File: config.mk
export PLATFORM = sky130hd
export DESIGN_NAME = img_mem_arbiter_flat
export DESIGN_NICKNAME = d
export VERILOG_FILES = /design/src/rtl/img_mem_arbiter_if.sv /design/src/rtl/img_mem_arbiter.sv /design/src/flat_wrapper.sv
export SDC_FILE = /design/constraint.sdc
export NUM_CORES = 1
export LEC_CHECK = 0
export BUFFER_PORTS_ARGS = -buffer_cell sky130_fd_sc_hd__buf_4
export CORE_MARGIN = 5
export CORE_UTILIZATION = 30
export CTS_CLUSTER_DIAMETER = 40
export DETAILED_ROUTE_END_ITERATION = 8
export PLACE_DENSITY_LB_ADDON = 0.08
export SLEW_MARGIN = 25
export SYNTH_ARGS = -nofsm -noshare
export SYNTH_HDL_FRONTEND = slang
export SYNTH_SLANG_ARGS = --single-unit
File: constraint.sdc
create_clock -name VGA_CTRL_CLK -period 2.2 [get_ports VGA_CTRL_CLK]
set_input_delay 0.33 -clock VGA_CTRL_CLK [delete_from_list [all_inputs] [get_ports VGA_CTRL_CLK]]
set_output_delay 0.33 -clock VGA_CTRL_CLK [all_outputs]
set_load 0.05 [all_outputs]
File: src/rtl/img_mem_arbiter_if.sv
// Engine request/grant bus and pixel-memory bus for img_mem_arbiter.
// The slave modport is the arbiter's view; master is the engine/memory side.
interface img_mem_arbiter_if #(
    parameter int ADDR_W = 19,
    parameter int DATA_W = 24
);
    logic              eng_req;
    logic              eng_we;
    logic [ADDR_W-1:0] eng_addr;
    logic [DATA_W-1:0] eng_wdata;
    logic              eng_gnt;
    logic [DATA_W-1:0] eng_rdata;
    logic              eng_rvalid;
    logic [ADDR_W-1:0] mem_addr;
    logic              mem_we;
    logic [DATA_W-1:0] mem_wdata;
    logic [DATA_W-1:0] mem_rdata;

    modport master (
        output eng_req, eng_we, eng_addr, eng_wdata, mem_rdata,
        input  eng_gnt, eng_rdata, eng_rvalid, mem_addr, mem_we, mem_wdata
    );

    modport slave (
        input  eng_req, eng_we, eng_addr, eng_wdata, mem_rdata,
        output eng_gnt, eng_rdata, eng_rvalid, mem_addr, mem_we, mem_wdata
    );
endinterface

File: src/rtl/img_mem_arbiter.sv
// Pixel RAM arbiter: display scan-out has fixed priority, engine uses idle slots.
// Define IMG_ARB_HALFFOLD_EN to repeat the top half-frame in the bottom half of the display.
module img_mem_arbiter #(
    parameter int ADDR_W    = 19,
    parameter int DATA_W    = 24,
    parameter int FRAME_PIX = 480000
) (
    input  logic              VGA_CTRL_CLK,
    input  logic              DLY_RST_2,
    input  logic [10:0]       VGA_X,
    input  logic [10:0]       VGA_Y,
    input  logic              VGA_Read,
    output logic [DATA_W-1:0] disp_data,
    output logic              disp_valid,
    output logic              frame_done,
    img_mem_arbiter_if.slave  bus
);
    typedef enum logic [0:0] {S_WAIT_SOF, S_RUN} state_t;
    typedef enum logic [1:0] {TAG_NONE, TAG_DISP, TAG_ENG} tag_t;

    localparam logic [ADDR_W-1:0] LAST_IDX = ADDR_W'(FRAME_PIX - 1);
    localparam logic [ADDR_W-1:0] HALF_IDX = ADDR_W'(FRAME_PIX / 2);

    state_t            state_reg;
    tag_t              tag_reg;
    logic [ADDR_W-1:0] disp_cnt_reg, disp_cnt_next;
    logic [ADDR_W-1:0] mem_addr_reg;
    logic              mem_we_reg;
    logic [DATA_W-1:0] mem_wdata_reg;
    logic [DATA_W-1:0] disp_data_reg, eng_rdata_reg;
    logic              disp_valid_reg, eng_rvalid_reg, frame_done_reg;

    logic              sof, run, disp_go, eng_go, wrap;
    logic [ADDR_W-1:0] issue_idx, disp_addr;

    assign sof     = (VGA_X == 11'd0) && (VGA_Y == 11'd0);
    assign run     = (state_reg == S_RUN);
    assign disp_go = run && VGA_Read;
    assign eng_go  = bus.eng_req && !disp_go;
    assign wrap    = disp_go && !sof && (disp_cnt_reg == LAST_IDX);

    // SOF restarts the scan even if the counter has not reached the end
    assign issue_idx = sof ? '0 : disp_cnt_reg;

`ifdef IMG_ARB_HALFFOLD_EN
    assign disp_addr = (issue_idx < HALF_IDX) ? issue_idx : issue_idx - HALF_IDX;
`else
    assign disp_addr = issue_idx;
`endif

    always_comb begin
        disp_cnt_next = disp_cnt_reg;
        if (run) begin
            if (sof)
                disp_cnt_next = VGA_Read ? ADDR_W'(1) : '0;
            else if (VGA_Read)
                disp_cnt_next = (disp_cnt_reg == LAST_IDX) ? '0 : disp_cnt_reg + 1'b1;
        end
    end

    always_ff @(posedge VGA_CTRL_CLK or negedge DLY_RST_2) begin
        if (!DLY_RST_2) begin
            state_reg      <= S_WAIT_SOF;
            tag_reg        <= TAG_NONE;
            disp_cnt_reg   <= '0;
            mem_addr_reg   <= '0;
            mem_we_reg     <= 1'b0;
            mem_wdata_reg  <= '0;
            disp_data_reg  <= '0;
            disp_valid_reg <= 1'b0;
            eng_rdata_reg  <= '0;
            eng_rvalid_reg <= 1'b0;
            frame_done_reg <= 1'b0;
        end else begin
            if (state_reg == S_WAIT_SOF && sof)
                state_reg <= S_RUN;
            disp_cnt_reg   <= disp_cnt_next;
            frame_done_reg <= wrap;

            // Slot issue: mem_addr holds when the slot is unused
            mem_we_reg <= 1'b0;
            tag_reg    <= TAG_NONE;
            if (disp_go) begin
                mem_addr_reg <= disp_addr;
                tag_reg      <= TAG_DISP;
            end else if (eng_go) begin
                mem_addr_reg <= bus.eng_addr;
                mem_we_reg   <= bus.eng_we;
                if (bus.eng_we)
                    mem_wdata_reg <= bus.eng_wdata;
                tag_reg <= bus.eng_we ? TAG_NONE : TAG_ENG;
            end

            // Memory output arrives one cycle after issue; route it by tag
            disp_valid_reg <= (tag_reg == TAG_DISP);
            eng_rvalid_reg <= (tag_reg == TAG_ENG);
            if (tag_reg == TAG_DISP)
                disp_data_reg <= bus.mem_rdata;
            if (tag_reg == TAG_ENG)
                eng_rdata_reg <= bus.mem_rdata;
        end
    end

    assign disp_data      = disp_data_reg;
    assign disp_valid     = disp_valid_reg;
    assign frame_done     = frame_done_reg;
    assign bus.eng_gnt    = eng_go;
    assign bus.eng_rdata  = eng_rdata_reg;
    assign bus.eng_rvalid = eng_rvalid_reg;
    assign bus.mem_addr   = mem_addr_reg;
    assign bus.mem_we     = mem_we_reg;
    assign bus.mem_wdata  = mem_wdata_reg;
endmodule

File: src/flat_wrapper.sv
// flat-port wrapper written by rule: the top's interface ports become plain ports
module img_mem_arbiter_flat 
#(
    parameter int ADDR_W    = 19,
    parameter int DATA_W    = 24,
    parameter int FRAME_PIX = 480000
)
  (VGA_CTRL_CLK, DLY_RST_2, VGA_X, VGA_Y, VGA_Read, disp_data, disp_valid, frame_done, bus_eng_req, bus_eng_we, bus_eng_addr, bus_eng_wdata, bus_mem_rdata, bus_eng_gnt, bus_eng_rdata, bus_eng_rvalid, bus_mem_addr, bus_mem_we, bus_mem_wdata);
  img_mem_arbiter_if #(.ADDR_W(ADDR_W), .DATA_W(DATA_W)) bus_i ();
  input  logic VGA_CTRL_CLK;
  input  logic DLY_RST_2;
  input  logic [10:0] VGA_X;
  input  logic [10:0] VGA_Y;
  input  logic VGA_Read;
  output logic [DATA_W-1:0] disp_data;
  output logic disp_valid;
  output logic frame_done;
  input wire logic [$bits(bus_i.eng_req)-1:0] bus_eng_req;
  input wire logic [$bits(bus_i.eng_we)-1:0] bus_eng_we;
  input wire logic [$bits(bus_i.eng_addr)-1:0] bus_eng_addr;
  input wire logic [$bits(bus_i.eng_wdata)-1:0] bus_eng_wdata;
  input wire logic [$bits(bus_i.mem_rdata)-1:0] bus_mem_rdata;
  output wire logic [$bits(bus_i.eng_gnt)-1:0] bus_eng_gnt;
  output wire logic [$bits(bus_i.eng_rdata)-1:0] bus_eng_rdata;
  output wire logic [$bits(bus_i.eng_rvalid)-1:0] bus_eng_rvalid;
  output wire logic [$bits(bus_i.mem_addr)-1:0] bus_mem_addr;
  output wire logic [$bits(bus_i.mem_we)-1:0] bus_mem_we;
  output wire logic [$bits(bus_i.mem_wdata)-1:0] bus_mem_wdata;
  assign bus_i.eng_req = bus_eng_req;
  assign bus_i.eng_we = bus_eng_we;
  assign bus_i.eng_addr = bus_eng_addr;
  assign bus_i.eng_wdata = bus_eng_wdata;
  assign bus_i.mem_rdata = bus_mem_rdata;
  assign bus_eng_gnt = bus_i.eng_gnt;
  assign bus_eng_rdata = bus_i.eng_rdata;
  assign bus_eng_rvalid = bus_i.eng_rvalid;
  assign bus_mem_addr = bus_i.mem_addr;
  assign bus_mem_we = bus_i.mem_we;
  assign bus_mem_wdata = bus_i.mem_wdata;
  img_mem_arbiter #(.ADDR_W(ADDR_W), .DATA_W(DATA_W), .FRAME_PIX(FRAME_PIX)) u_core (.VGA_CTRL_CLK(VGA_CTRL_CLK), .DLY_RST_2(DLY_RST_2), .VGA_X(VGA_X), .VGA_Y(VGA_Y), .VGA_Read(VGA_Read), .disp_data(disp_data), .disp_valid(disp_valid), .frame_done(frame_done), .bus(bus_i));
endmodule
[Word level (Yosys, flattened, before mapping)]
Cells that the tools add are included.
Storage, ports and cells
  flip-flop bits (word level): 117
  bits of input ports: 94
  output and inout bits: 96
  logic and storage cells: 43
Operators by class
  $add $sub $neg: 1
  equality and inequality tests: 3
  multiplexer cells: 12
  bitwise gates (word level): 2
  reductions and logical operators: 14
Operator list (number)
  $mux W19: 6
  $logic_not A11 Y1: 2
  $add A19 B1 Y19 const B: 1
  $eq A19 B19 Y1 const B: 1
  $logic_and A1 B1 Y1: 6
  $mux W2: 3
  $reduce_bool A2 Y1: 2
  $mux W1: 3
  $reduce_and A3 Y1: 1
  $eq A2 B1 Y1 const B: 1
  $eq A2 B2 Y1 const B: 1
  $logic_not A1 Y1: 2
  $not A1 Y1: 2
  $reduce_and A2 Y1: 1

[Depth between registers and ports, before layout]
Gate-level depths: netlist (run 1).
  depth in word-level cells: 5
  mapped depth: 7
  depth with buffers taken out: 6

[Worst setup path before layout (run 1)]
OpenSTA, ideal clock, no wires.
  path kind: reg2reg
  start: reg u_core.state_reg, in the netlist u_core.run
  end: reg u_core.mem_wdata_reg[10], in the netlist u_core.bus.mem_wdata[10]
  library setup time: 125 ps
  data arrival time: 2319 ps
  required time: 2075 ps
  path slack: -244 ps
  stages on the path, launching flop included: 7
  period minus slack after synthesis: 2444 ps
  path through: dfrtp_1 and2_1 buf_2 nor2b_1 nand2_1 buf_2 mux2_2
On the way
  longest elaborated chain between the ends: 4
  elaborated cells between the ends (all ways): 5
Ends and longest elaborated chain
  start: declaration: line img_mem_arbiter.sv:24  | state_t state_reg;
  start signal: assignment: line img_mem_arbiter.sv:63  | state_reg <= S_WAIT_SOF;
  start signal: assignment: line img_mem_arbiter.sv:76  | state_reg <= S_RUN;
  $logic_and A1 B1 Y1: line img_mem_arbiter.sv:38  | assign disp_go = run && VGA_Read;
  $logic_not A1 Y1: line img_mem_arbiter.sv:39  | assign eng_go = bus.eng_req && !disp_go;
  $logic_and A1 B1 Y1: line img_mem_arbiter.sv:39
  via bus_eng_gnt: line flat_wrapper.sv:23  | output wire logic [$bits(bus_i.eng_gnt)-1:0] bus_eng_gnt;
  $reduce_and A3 Y1 (no source line)
  end signal: assignment: line img_mem_arbiter.sv:90  | mem_wdata_reg <= bus.eng_wdata;
  end: declaration: line img_mem_arbiter.sv:29  | logic [DATA_W-1:0] mem_wdata_reg;
The timed path passes the listed nets, and every way through them passes these cells.
A chain may end at the register's enable or synchronous reset.

[Final worst setup path (run 1)]
  start: reg u_core.disp_cnt_reg[0]
  end: reg u_core.disp_cnt_reg[16]
On the way
  longest elaborated chain between the ends: 4
  elaborated cells between the ends (all ways): 5
Ends and longest elaborated chain
  start: declaration: line img_mem_arbiter.sv:26  | logic [ADDR_W-1:0] disp_cnt_reg, disp_cnt_next;
  start signal: assignment: line img_mem_arbiter.sv:77  | disp_cnt_reg <= disp_cnt_next;
  $add A19 B1 Y19 / $eq A19 B19 Y1 (equally long branches): line img_mem_arbiter.sv:57  | disp_cnt_next = (disp_cnt_reg == LAST_IDX) ? '0 : disp_cnt_reg + 1'b1;
  $mux W19 *: line img_mem_arbiter.sv:57
  $mux W19 *: line img_mem_arbiter.sv:56  | else if (VGA_Read)
  $mux W19 *: line img_mem_arbiter.sv:54  | if (sof)
Every way passes the cells marked *; elsewhere a longest branch is shown, timed or not. The select of a mux whose other input is x is not followed.

==> summary.txt, run 1 <==
STA
  – Max frequency: 490 MHz
  – Final WS setup: 0.159 ns
  – Final setup vio count: 0
  – Setup_tns: 0 ns
  – Final period util: 0.928
  – Rel. slew slack: 0.461
  – Min Tclk post-route: 2.04 ns
  – Actual slew at the worst max-slew pin: 0.807 ns
  – Hold WS: 0.0831 ns
  – Unrepaired setup endpoints after global routing: false
  – Max Slew Vio Count: 0
  – Clk_skew: 0.00749 ns
  – Fin. Hold Viols: 0

Clock network
  – Clock sink count: 117
  – CTS tree: yes
  – CTS Buf Count: 17
  – Clock Latency Late Sink: 0.40 ns
  – H-tree depth: 4
  – Clock Tree Buf Depth: 2
  – Postcts setup bufs: 0
  – Root Buffer: clkbuf_16
  – Clock transition at path regs: 0.05 ns

Routing
  – Vias: 4,034
  – Drt total wl: 14,400 µm
  – Avg Vias per Cell: 4.79
  – Antenna Violating Nets Remaining: 0
  – Drt wl/cell: 17.1 µm
  – DRC violations left: 0
  – 1st-iter DRT viols: 207
  – Pre-antenna DRT Iters: 4

Placement
  – PortBufs: 189
  – Final GP Congestion: 0.847
  – Place WS: -0.0826 ns
  – Area post-placement: 0.00683 mm²
  – DP Wirelength: 10,700 µm

Layout
  – Most frequent cells in the layout: 213 x buf_4, 117 x dfrtp_1, 72 x mux2_2
  – Utilization after layout: 0.453
  – Layout cell share with drive strength beyond 1: 0.528
  – Commonest non-fill, non-tap cell in the layout: buf_4
  – Fin nets: 705
  – Layout fillers: 1,551
  – Area growth syn-to-layout: 48.4%
  – Fin area: 0.00748 mm²
  – ANT cells: 0

Yosys
  – Synth top area share: 0.581
  – Register area share after synthesis: 0.581
  – Synth warn: 0
  – Synthesized instance count: 404
  – Unique masters post-synth: 46
  – Syn Area/Cell: 12.5 µm²
  – Synth Net Count: 499
  – Synth area leader: dfrtp_1
  – Netlist Area Pre-Place: 0.00504 mm²
  – Seq cells post-synth: 117
  – Top post-synthesis cells by area: dfrtp_1 58%, mux2_2 16%, mux2i_1 3.8%, o22ai_1 2.5%, nand2_1 2.4%

Die
  – CORE AREA: 0.0165 mm²
  – Cell row count: 47
  – Initial Util: 0.305
  – Chip width: 140 µm
  – Die area: 0.0195 mm²
  – Die height: 140 µm
  – I/O pin count: 190

Setup path
  – Required time worst endpoint: 2.48 ns
  – Worst-path maximum fanout: 7
  – CP Launch Type: flip-flop
  – Reg2reg start: u_core.disp_cnt_reg[0]$_DFFE_PN0P_
  – Critical path arrival: 2.32 ns
  – Setup slack, reg-to-reg: 0.16 ns
  – Critical path class: flip-flop to flip-flop
  – CP endpoint kind: flip-flop
  – Critical R2R Capture: u_core.disp_cnt_reg[16]$_DFFE_PN0P_
  – Reg2Reg Depth: 6

GRT
  – Vias in the first global route: 4,122
  – Largest net degree at the start of global routing: 62
  – First-pass GRT wire length: 22,800 µm
  – GRT Overall Usage: 0.147
  – Grt total ovfl: 0
  – Antenna violations before repair: 0

Worst hold path
  – Hold depth: 2
  – Hold_sp: bus_eng_we
  – Hold EP: u_core.tag_reg[1]$_DFF_PN0_
  – HP Class: input pin to flip-flop

Run
  – Max cap viols: 0

Run status
  – Status: complete, no violations

Pwr
  – Worst IR Drop VDD: 0.518 mV
  – Leakage Power: 3.61 nW
  – Power Density: 893 mW/mm²
==> synthesized netlist by cell type (all sizes together) <==
master,number
a211o,3
a211oi,1
a21boi,1
a21o,4
a21oi,3
a221o,5
a22o,3
a31oi,2
and2,1
and3,6
and4,2
buf,13
clkbuf,16
dfrtp,117
ha,1
inv,3
mux2,72
mux2i,19
nand2,32
nand3,13
nand4,7
nand4b,3
nor2,13
nor2b,4
nor3,13
nor3b,1
nor4,5
nor4b,2
o21ai,8
o22ai,20
or2,2
or3,5
or3b,1
or4,1
or4b,1
xor2,1
==> critical path: stages, from the launching register on <==
cell and delay (ns):
dfrtp_1 0.44, ha_1 0.24, nand3_2 0.15, or4b_4 0.62, o21ai_1 0.15, nor3_1 0.05
a221o_1 0.26
==> repair_timing <==
item | 4_1_cts | 5_1_grt
endpoints found under the hold margin | 117 | 0
hold buffers | 1 | 0
gates resized for setup | 0 | 1
setup endpoints to repair | 0 | 2
==> kinds of logic after synthesis <==
group | synth area share
DFF | 0.581
adders and majority gates | 0.00248
AOI/OAI and AO/OA | 0.0719
xor gates and xnor gates | 0.00174
and+or+nand+nor | 0.116
buffers and inverters | 0.0285
muxes | 0.198
==> layout make-up <==
type                    instances  area, µm²  share of cell area
clock inverters                 9        148              0.0197
well taps                     220        275              0.0368
clock buffers                  23        488              0.0652
flip-flops and latches        117       2930               0.391
multi-input cells             255       1980               0.265
repair buffers                216       1650               0.220
inverters                       3       11.3             0.00151
==> how the worst max path moves through the flow <==
stage                                                  start                                   end  depth (start not counted)
after floorplan                       u_core.run$_DFFE_PN0P_  u_core.bus.mem_wdata[10]$_DFFE_PN0P_                          6
after global placement                              VGA_X[0]   u_core.disp_cnt_reg[18]$_DFFE_PN0P_                          8
after detailed placement                            VGA_X[1]   u_core.disp_cnt_reg[16]$_DFFE_PN0P_                          8
after CTS                 u_core.disp_cnt_reg[0]$_DFFE_PN0P_   u_core.disp_cnt_reg[16]$_DFFE_PN0P_                          6
after global routing      u_core.disp_cnt_reg[0]$_DFFE_PN0P_   u_core.disp_cnt_reg[16]$_DFFE_PN0P_                          6
final                     u_core.disp_cnt_reg[0]$_DFFE_PN0P_   u_core.disp_cnt_reg[16]$_DFFE_PN0P_                          6
==> layer usage <==
| layer | track usage | share of wire | vias up |
|---|---|---|---|
| met5 | 0 | 0 | - |
| met4 | 0.0535 | 0.022 | 0 |
| met3 | 0.0432 | 0.063 | 22 |
| met2 | 0.227 | 0.46 | 158 |
| met1 | 0.197 | 0.45 | 1959 |
| li1 | - | - | 1895 |
==> through the flow <==
stage	power, mW	instances
2_1_floorplan	3.24	404
4_1_cts	6.77	843
3_5_place_dp	3.79	810
6_report	6.68	843
3_3_place_gp	3.78	810
5_1_grt	6.94	843
==> power by group <==
part	leakage, nW	switching [mW]	internal (mW)	total (mW)
sequential	1.48	0.0857	2.32	2.41
clock	0.313	0.936	2.01	2.94
combinational	1.82	0.854	0.475	1.33
total	3.61	1.88	4.81	6.68
(Power assumes the default switching activity.)
==> run 2: changes to the inputs <==
--- a/config.mk
+++ b/config.mk
@@ -6,11 +6,12 @@
 export NUM_CORES = 1
 export LEC_CHECK = 0
 export BUFFER_PORTS_ARGS = -buffer_cell sky130_fd_sc_hd__buf_4
+export CAP_MARGIN = 15
 export CORE_MARGIN = 5
 export CORE_UTILIZATION = 30
 export CTS_CLUSTER_DIAMETER = 40
 export DETAILED_ROUTE_END_ITERATION = 8
-export PLACE_DENSITY_LB_ADDON = 0.08
+export PLACE_DENSITY = 0.6
 export SLEW_MARGIN = 25
 export SYNTH_ARGS = -nofsm -noshare
 export SYNTH_HDL_FRONTEND = slang
==> run 2 against run 1 <==
Clock power fell by 4%. Highest routed layer unchanged. Design area down 0.79%. Core utilization fell by 0.36 points. Sequential power barely moved.
==> summary.txt, run 2 (synthesized netlist as in run 1, its figures left out) <==
Run status
  – Status: complete, no violations

Setup path
  – CP endpoint kind: flip-flop
  – Worst stage delay on the critical path: 0.67 ns
  – Required time worst endpoint: 2.48 ns
  – Crit-path leading delay family: simple AND/OR/NAND/NOR gates
  – CP Launch Type: flip-flop
  – Critical-path cell list: ha_1 -> nand3_2 -> or4b_1 -> o21ai_1 -> nor3_1 -> a221o_1
  – Worst path buffer plus inverter count: 0
  – Worst-path maximum fanout: 7
  – Slowest cell on the critical path: or4b_1
  – Critical path arrival: 2.33 ns
  – Critical path class: flip-flop to flip-flop

Routing
  – 1st-iter DRT viols: 200
  – Pre-antenna DRT Iters: 4
  – Vias: 4,022
  – Drt total wl: 14,600 µm
  – Avg Vias per Cell: 4.79
  – Antenna Violating Nets Remaining: 0
  – DRC violations left: 0
  – Drt wl/cell: 17.4 µm

Die
  – I/O pin count: 190
  – Initial Util: 0.305
  – Die area: 0.0195 mm²
  – Chip width: 140 µm
  – Cell row count: 47
  – CORE AREA: 0.0165 mm²
  – Die height: 140 µm

STA
  – Actual slew at the worst max-slew pin: 0.622 ns
  – Hold WS: 0.00482 ns
  – Final setup vio count: 0
  – Setup_tns: 0 ns
  – Min Tclk post-route: 2.05 ns
  – Unrepaired setup endpoints after global routing: false
  – Rel. slew slack: 0.585
  – Final period util: 0.933
  – Fin. Hold Viols: 0
  – Max frequency: 487 MHz
  – Clk_skew: 0.0103 ns
  – Max Slew Vio Count: 0

Clock network
  – Clock Latency Late Sink: 0.41 ns
  – CTS Buf Count: 17
  – Clock Tree Buf Depth: 2
  – Post-CTS Resized: 0
  – CTS Hold Bufs: 0
  – Postcts setup bufs: 0
  – CTS tree: yes
  – Clock sink count: 117
  – Clock transition at path regs: 0.06 ns
  – Root Buffer: clkbuf_16
  – H-tree depth: 4

GRT
  – Antenna violations before repair: 0
  – GRT Overall Usage: 0.147
  – Vias in the first global route: 4,140
  – Largest net degree at the start of global routing: 118
  – First-pass GRT wire length: 22,700 µm
  – Grt total ovfl: 0

Pwr
  – Power, Total: 6.54 mW
  – Leakage Power: 3.57 nW
  – Worst IR Drop VDD: 0.467 mV
  – Power Density: 881 mW/mm²

Layout
  – Fin nets: 702
  – Most frequent cells in the layout: 211 x buf_4, 117 x dfrtp_1, 72 x mux2_2
  – Layout fillers: 1,533
  – ANT cells: 0
  – Layout cell share with drive strength beyond 1: 0.527
  – Area growth syn-to-layout: 47.2%
  – Commonest non-fill, non-tap cell in the layout: buf_4

Run
  – Max cap viols: 0

Placement
  – DP Wirelength: 11,000 µm
  – PortBufs: 189
  – Final GP Congestion: 0.907

Worst hold path
  – HP Class: input pin to asynchronous set/reset pin
[run 2: worst paths after layout]
kind                       cells after the start  slack, ns                                    to                            startpoint
setup / recovery                               6       0.15   u_core.disp_cnt_reg[16]$_DFFE_PN0P_    u_core.disp_cnt_reg[0]$_DFFE_PN0P_
setup reg to reg                               6       0.15   u_core.disp_cnt_reg[16]$_DFFE_PN0P_    u_core.disp_cnt_reg[0]$_DFFE_PN0P_
hold / removal                                 2      0.005       u_core.disp_data[0]$_DFFE_PN0P_                             DLY_RST_2
min in group VGA_CTRL_CLK                      2       0.08           u_core.tag_reg[1]$_DFF_PN0_                            bus_eng_we
hold reg to reg                                1       0.50  u_core.bus.mem_wdata[23]$_DFFE_PN0P_  u_core.bus.mem_wdata[23]$_DFFE_PN0P_
max in group asynchronous                      2       1.73    u_core.bus.mem_addr[0]$_DFFE_PN0P_                             DLY_RST_2
[run 2: per-stage QoR]
step / setup WS [ns] / utilization / cells / cell area (µm²)
final: 0.148 / 0.449 / 840 / 7420
after global routing: 0.0518 / 0.449 / 840 / 7420
after CTS: 0.158 / 0.449 / 840 / 7420
after detailed placement: 0.122 / 0.413 / 808 / 6820
after global placement: 0.120 / 0.413 / 808 / 6820
after floorplan: 0.110 / - / 404 / 5050
[run 2: where the power goes]
group,leakage (nW),switching (mW),internal [mW]
Clock,0.291,1.01,1.79
Sequential,1.48,0.0883,2.32
Combinational,1.80,0.852,0.469
Total,3.57,1.95,4.58
[run 2: per-layer routing]
metal,vias up,global-route usage,wire length [µm],share of wire
li1,1878,-,-,-
met5,-,0,0,0
met4,0,0.0484,298,0.020
met2,175,0.246,7180,0.49
met3,19,0.0518,1090,0.074
met1,1950,0.176,6040,0.41
[run 2: layout make-up]
| cell class | count | area (µm²) | area share |
|---|---|---|---|
| sequential | 117 | 2930 | 0.394 |
| multi-input combinational | 255 | 1980 | 0.267 |
| timing repair buffer | 213 | 1620 | 0.219 |
| clock buffer | 18 | 429 | 0.0578 |
| tap | 220 | 275 | 0.0371 |
| clock inverter | 14 | 176 | 0.0238 |
| inverter | 3 | 11.3 | 0.00152 |
[run 2: worst register-to-register path, cell delays in order (launching register included)]
cell	delay (ns)
dfrtp_1	0.41
ha_1	0.23
nand3_2	0.15
or4b_1	0.67
o21ai_1	0.17
nor3_1	0.05
a221o_1	0.25
==> run 3: changes to the inputs <==
--- a/config.mk
+++ b/config.mk
@@ -5,13 +5,13 @@
 export SDC_FILE = /design/constraint.sdc
 export NUM_CORES = 1
 export LEC_CHECK = 0
-export BUFFER_PORTS_ARGS = -buffer_cell sky130_fd_sc_hd__buf_4
 export CAP_MARGIN = 15
 export CORE_MARGIN = 5
 export CORE_UTILIZATION = 30
 export CTS_CLUSTER_DIAMETER = 40
 export DETAILED_ROUTE_END_ITERATION = 8
-export PLACE_DENSITY = 0.6
+export DONT_BUFFER_PORTS = 1
+export PLACE_DENSITY = 0.51
 export SLEW_MARGIN = 25
 export SYNTH_ARGS = -nofsm -noshare
 export SYNTH_HDL_FRONTEND = slang
==> constraint.sdc (replaced) <==
create_clock -name VGA_CTRL_CLK -period 2.65 [get_ports VGA_CTRL_CLK]
set_input_delay 0.3975 -clock VGA_CTRL_CLK [delete_from_list [all_inputs] [get_ports VGA_CTRL_CLK]]
set_output_delay 0.3975 -clock VGA_CTRL_CLK [all_outputs]
set_load 0.05 [all_outputs]
==> run 3 against run 2 <==
The run now ends with hold timing left. Sequential power rose by 5%. Critical path depth is the same. Core utilization decreased by 9.1 points. Count of clock-buffer cells in the layout unchanged. Die area is the same. Clock skew fell by 0.0023 ns. Routed wire length fell by 9.8%. Critical path type unchanged.
==> summary.txt, run 3 (synthesized netlist as in run 1, its figures left out) <==
GRT
  – Largest net degree at the start of global routing: 118
  – GRT Overall Usage: 0.133
  – Antenna violations before repair: 2
  – First-pass GRT wire length: 20,100 µm
  – Vias in the first global route: 3,430
  – Grt total ovfl: 0

Routing
  – Drt wl/cell: 20.6 µm
  – Pre-antenna DRT Iters: 4
  – Antenna Violating Nets Remaining: 0
  – Avg Vias per Cell: 5.18
  – DRC violations left: 0
  – Drt total wl: 13,200 µm
  – 1st-iter DRT viols: 101
  – Vias: 3,311

STA
  – Final WS setup: 0.443 ns
  – Hold WS: -0.320 ns
  – Max Slew Vio Count: 0
  – Clk_skew: 0.00799 ns
  – Max frequency: 453 MHz
  – Rel. slew slack: 0.383
  – Unrepaired setup endpoints after global routing: false
  – Actual slew at the worst max-slew pin: 0.923 ns
  – Fin. Hold Viols: 117
  – Final period util: 0.833
  – Min Tclk post-route: 2.21 ns
  – Final setup vio count: 0
  – Setup_tns: 0 ns

Setup path
  – Worst-path maximum fanout: 7
  – CP endpoint kind: flip-flop
  – Slowest cell on the critical path: or4b_1
  – Reg2reg start: u_core.disp_cnt_reg[0]$_DFFE_PN0P_
  – Critical-path cell list: ha_1 -> nand3_2 -> or4b_1 -> o21ai_1 -> nor3_1 -> a221o_1
  – Critical path class: flip-flop to flip-flop
  – Critical path arrival: 2.49 ns
  – Worst stage delay on the critical path: 0.68 ns
  – CP Launch Type: flip-flop
  – Setup slack, reg-to-reg: 0.44 ns
  – Crit path launch: u_core.disp_cnt_reg[0]$_DFFE_PN0P_
  – Required time worst endpoint: 2.94 ns
  – Reg2Reg Depth: 6

Pwr
  – P_int: 3.65 mW
  – Power Density: 873 mW/mm²
  – Worst IR Drop VDD: 0.465 mV
  – Combinational Power Share: 0.036
  – Reg power frac: 0.489
  – Clock Power Share: 0.476
  – Switch share: 0.295
  – P_sw: 1.52 mW
  – Leakage Power: 2.59 nW

Placement
  – PortBufs: 0
  – DP Wirelength: 9640 µm
  – Final GP Congestion: 0.838
  – Area post-placement: 0.00528 mm²
  – Place WS: 0.255 ns

Layout
  – Fin area: 0.00592 mm²
  – Area growth syn-to-layout: 17.4%
  – Commonest non-fill, non-tap cell in the layout: dfrtp_1
  – Fin nets: 501
  – Layout fillers: 1,596
  – ANT cells: 0
  – Area of the multi-input gates: 0.00198 mm²
  – Reg area: 0.00293 mm²
  – Layout cell share with drive strength beyond 1: 0.301
  – Most frequent cells in the layout: 117 x dfrtp_1, 72 x mux2_2, 32 x nand2_1

Die
  – Cell row count: 47
  – Die area: 0.0195 mm²
  – CORE AREA: 0.0165 mm²
  – Die height: 140 µm
  – Chip width: 140 µm
  – I/O pin count: 190
  – Initial Util: 0.305

Clock network
  – Clock sink count: 117
  – Clock Latency Late Sink: 0.41 ns
  – CTS tree: yes
  – H-tree depth: 4
  – Post-CTS Resized: 0
  – Root Buffer: clkbuf_16
  – Clock Tree Buf Depth: 2
  – Clock transition at path regs: 0.06 ns
  – CTS Buf Count: 17
  – Postcts setup bufs: 0

Run
  – Max cap viols: 0

Run status
  – Status: finished with violations
  – Failing checks: hold timing

Worst hold path
  – HP Class: input pin to asynchronous set/reset pin
run 3: cell count changes in the layout (fill, tap and decap cells not counted), sizes merged:
cell / previous run / this run
bufinv: 3 / 4
inv: 6 / 5
buf: 213 / 12
run 3: area by class of cell:
class / count / share of cell area
sequential: 117 / 0.494
multi-input combinational: 255 / 0.334
clock buffer: 18 / 0.0742
tap: 220 / 0.0465
clock inverter: 14 / 0.0340
timing repair buffer: 12 / 0.0152
inverter: 3 / 0.00190
run 3: metal layers:
metal	up-vias	GRT usage	share of wire
li1	1482	-	-
met1	1666	0.159	0.41
met2	137	0.207	0.48
met3	22	0.0617	0.085
met4	4	0.0592	0.020
met5	-	0	0.0030
run 3: final timing paths:
check	endpoint
max	u_core.disp_cnt_reg[16]$_DFFE_PN0P_
min	u_core.bus.mem_addr[2]$_DFFE_PN0P_
max reg2reg	u_core.disp_cnt_reg[16]$_DFFE_PN0P_
min reg2reg	u_core.disp_cnt_reg[1]$_DFFE_PN0P_
max in group asynchronous	u_core.bus.eng_rdata[18]$_DFFE_PN0P_
min in group VGA_CTRL_CLK	u_core.tag_reg[1]$_DFF_PN0_
run 3: per-stage QoR:
| step | instances | total power, mW | util |
|---|---|---|---|
| 2_1_floorplan | 404 | 2.69 | - |
| 3_3_place_gp | 607 | 2.74 | 0.320 |
| 3_5_place_dp | 607 | 2.76 | 0.320 |
| 4_1_cts | 639 | 5.24 | 0.358 |
| 5_1_grt | 639 | 5.35 | 0.358 |
| 6_report | 639 | 5.17 | 0.358 |
run 3: worst max-delay path: cells and delay by family, from the launching register on:
| family | cells | cell delay, ns |
|---|---|---|
| adders and majority gates | 1 | 0.26 |
| AOI/OAI and AO/OA | 2 | 0.47 |
| DFF | 1 | 0.47 |
| and+or+nand+nor | 3 | 0.89 |
run 3: power by group through the flow:
stage | Clock [mW] | Combinational, mW | Sequential [mW]
4_1_cts | 2.52 | 0.190 | 2.53
3_5_place_dp | 0 | 0.190 | 2.57
3_3_place_gp | 0 | 0.180 | 2.56
2_1_floorplan | 0 | 0.169 | 2.52
6_report | 2.46 | 0.185 | 2.53
5_1_grt | 2.61 | 0.207 | 2.54
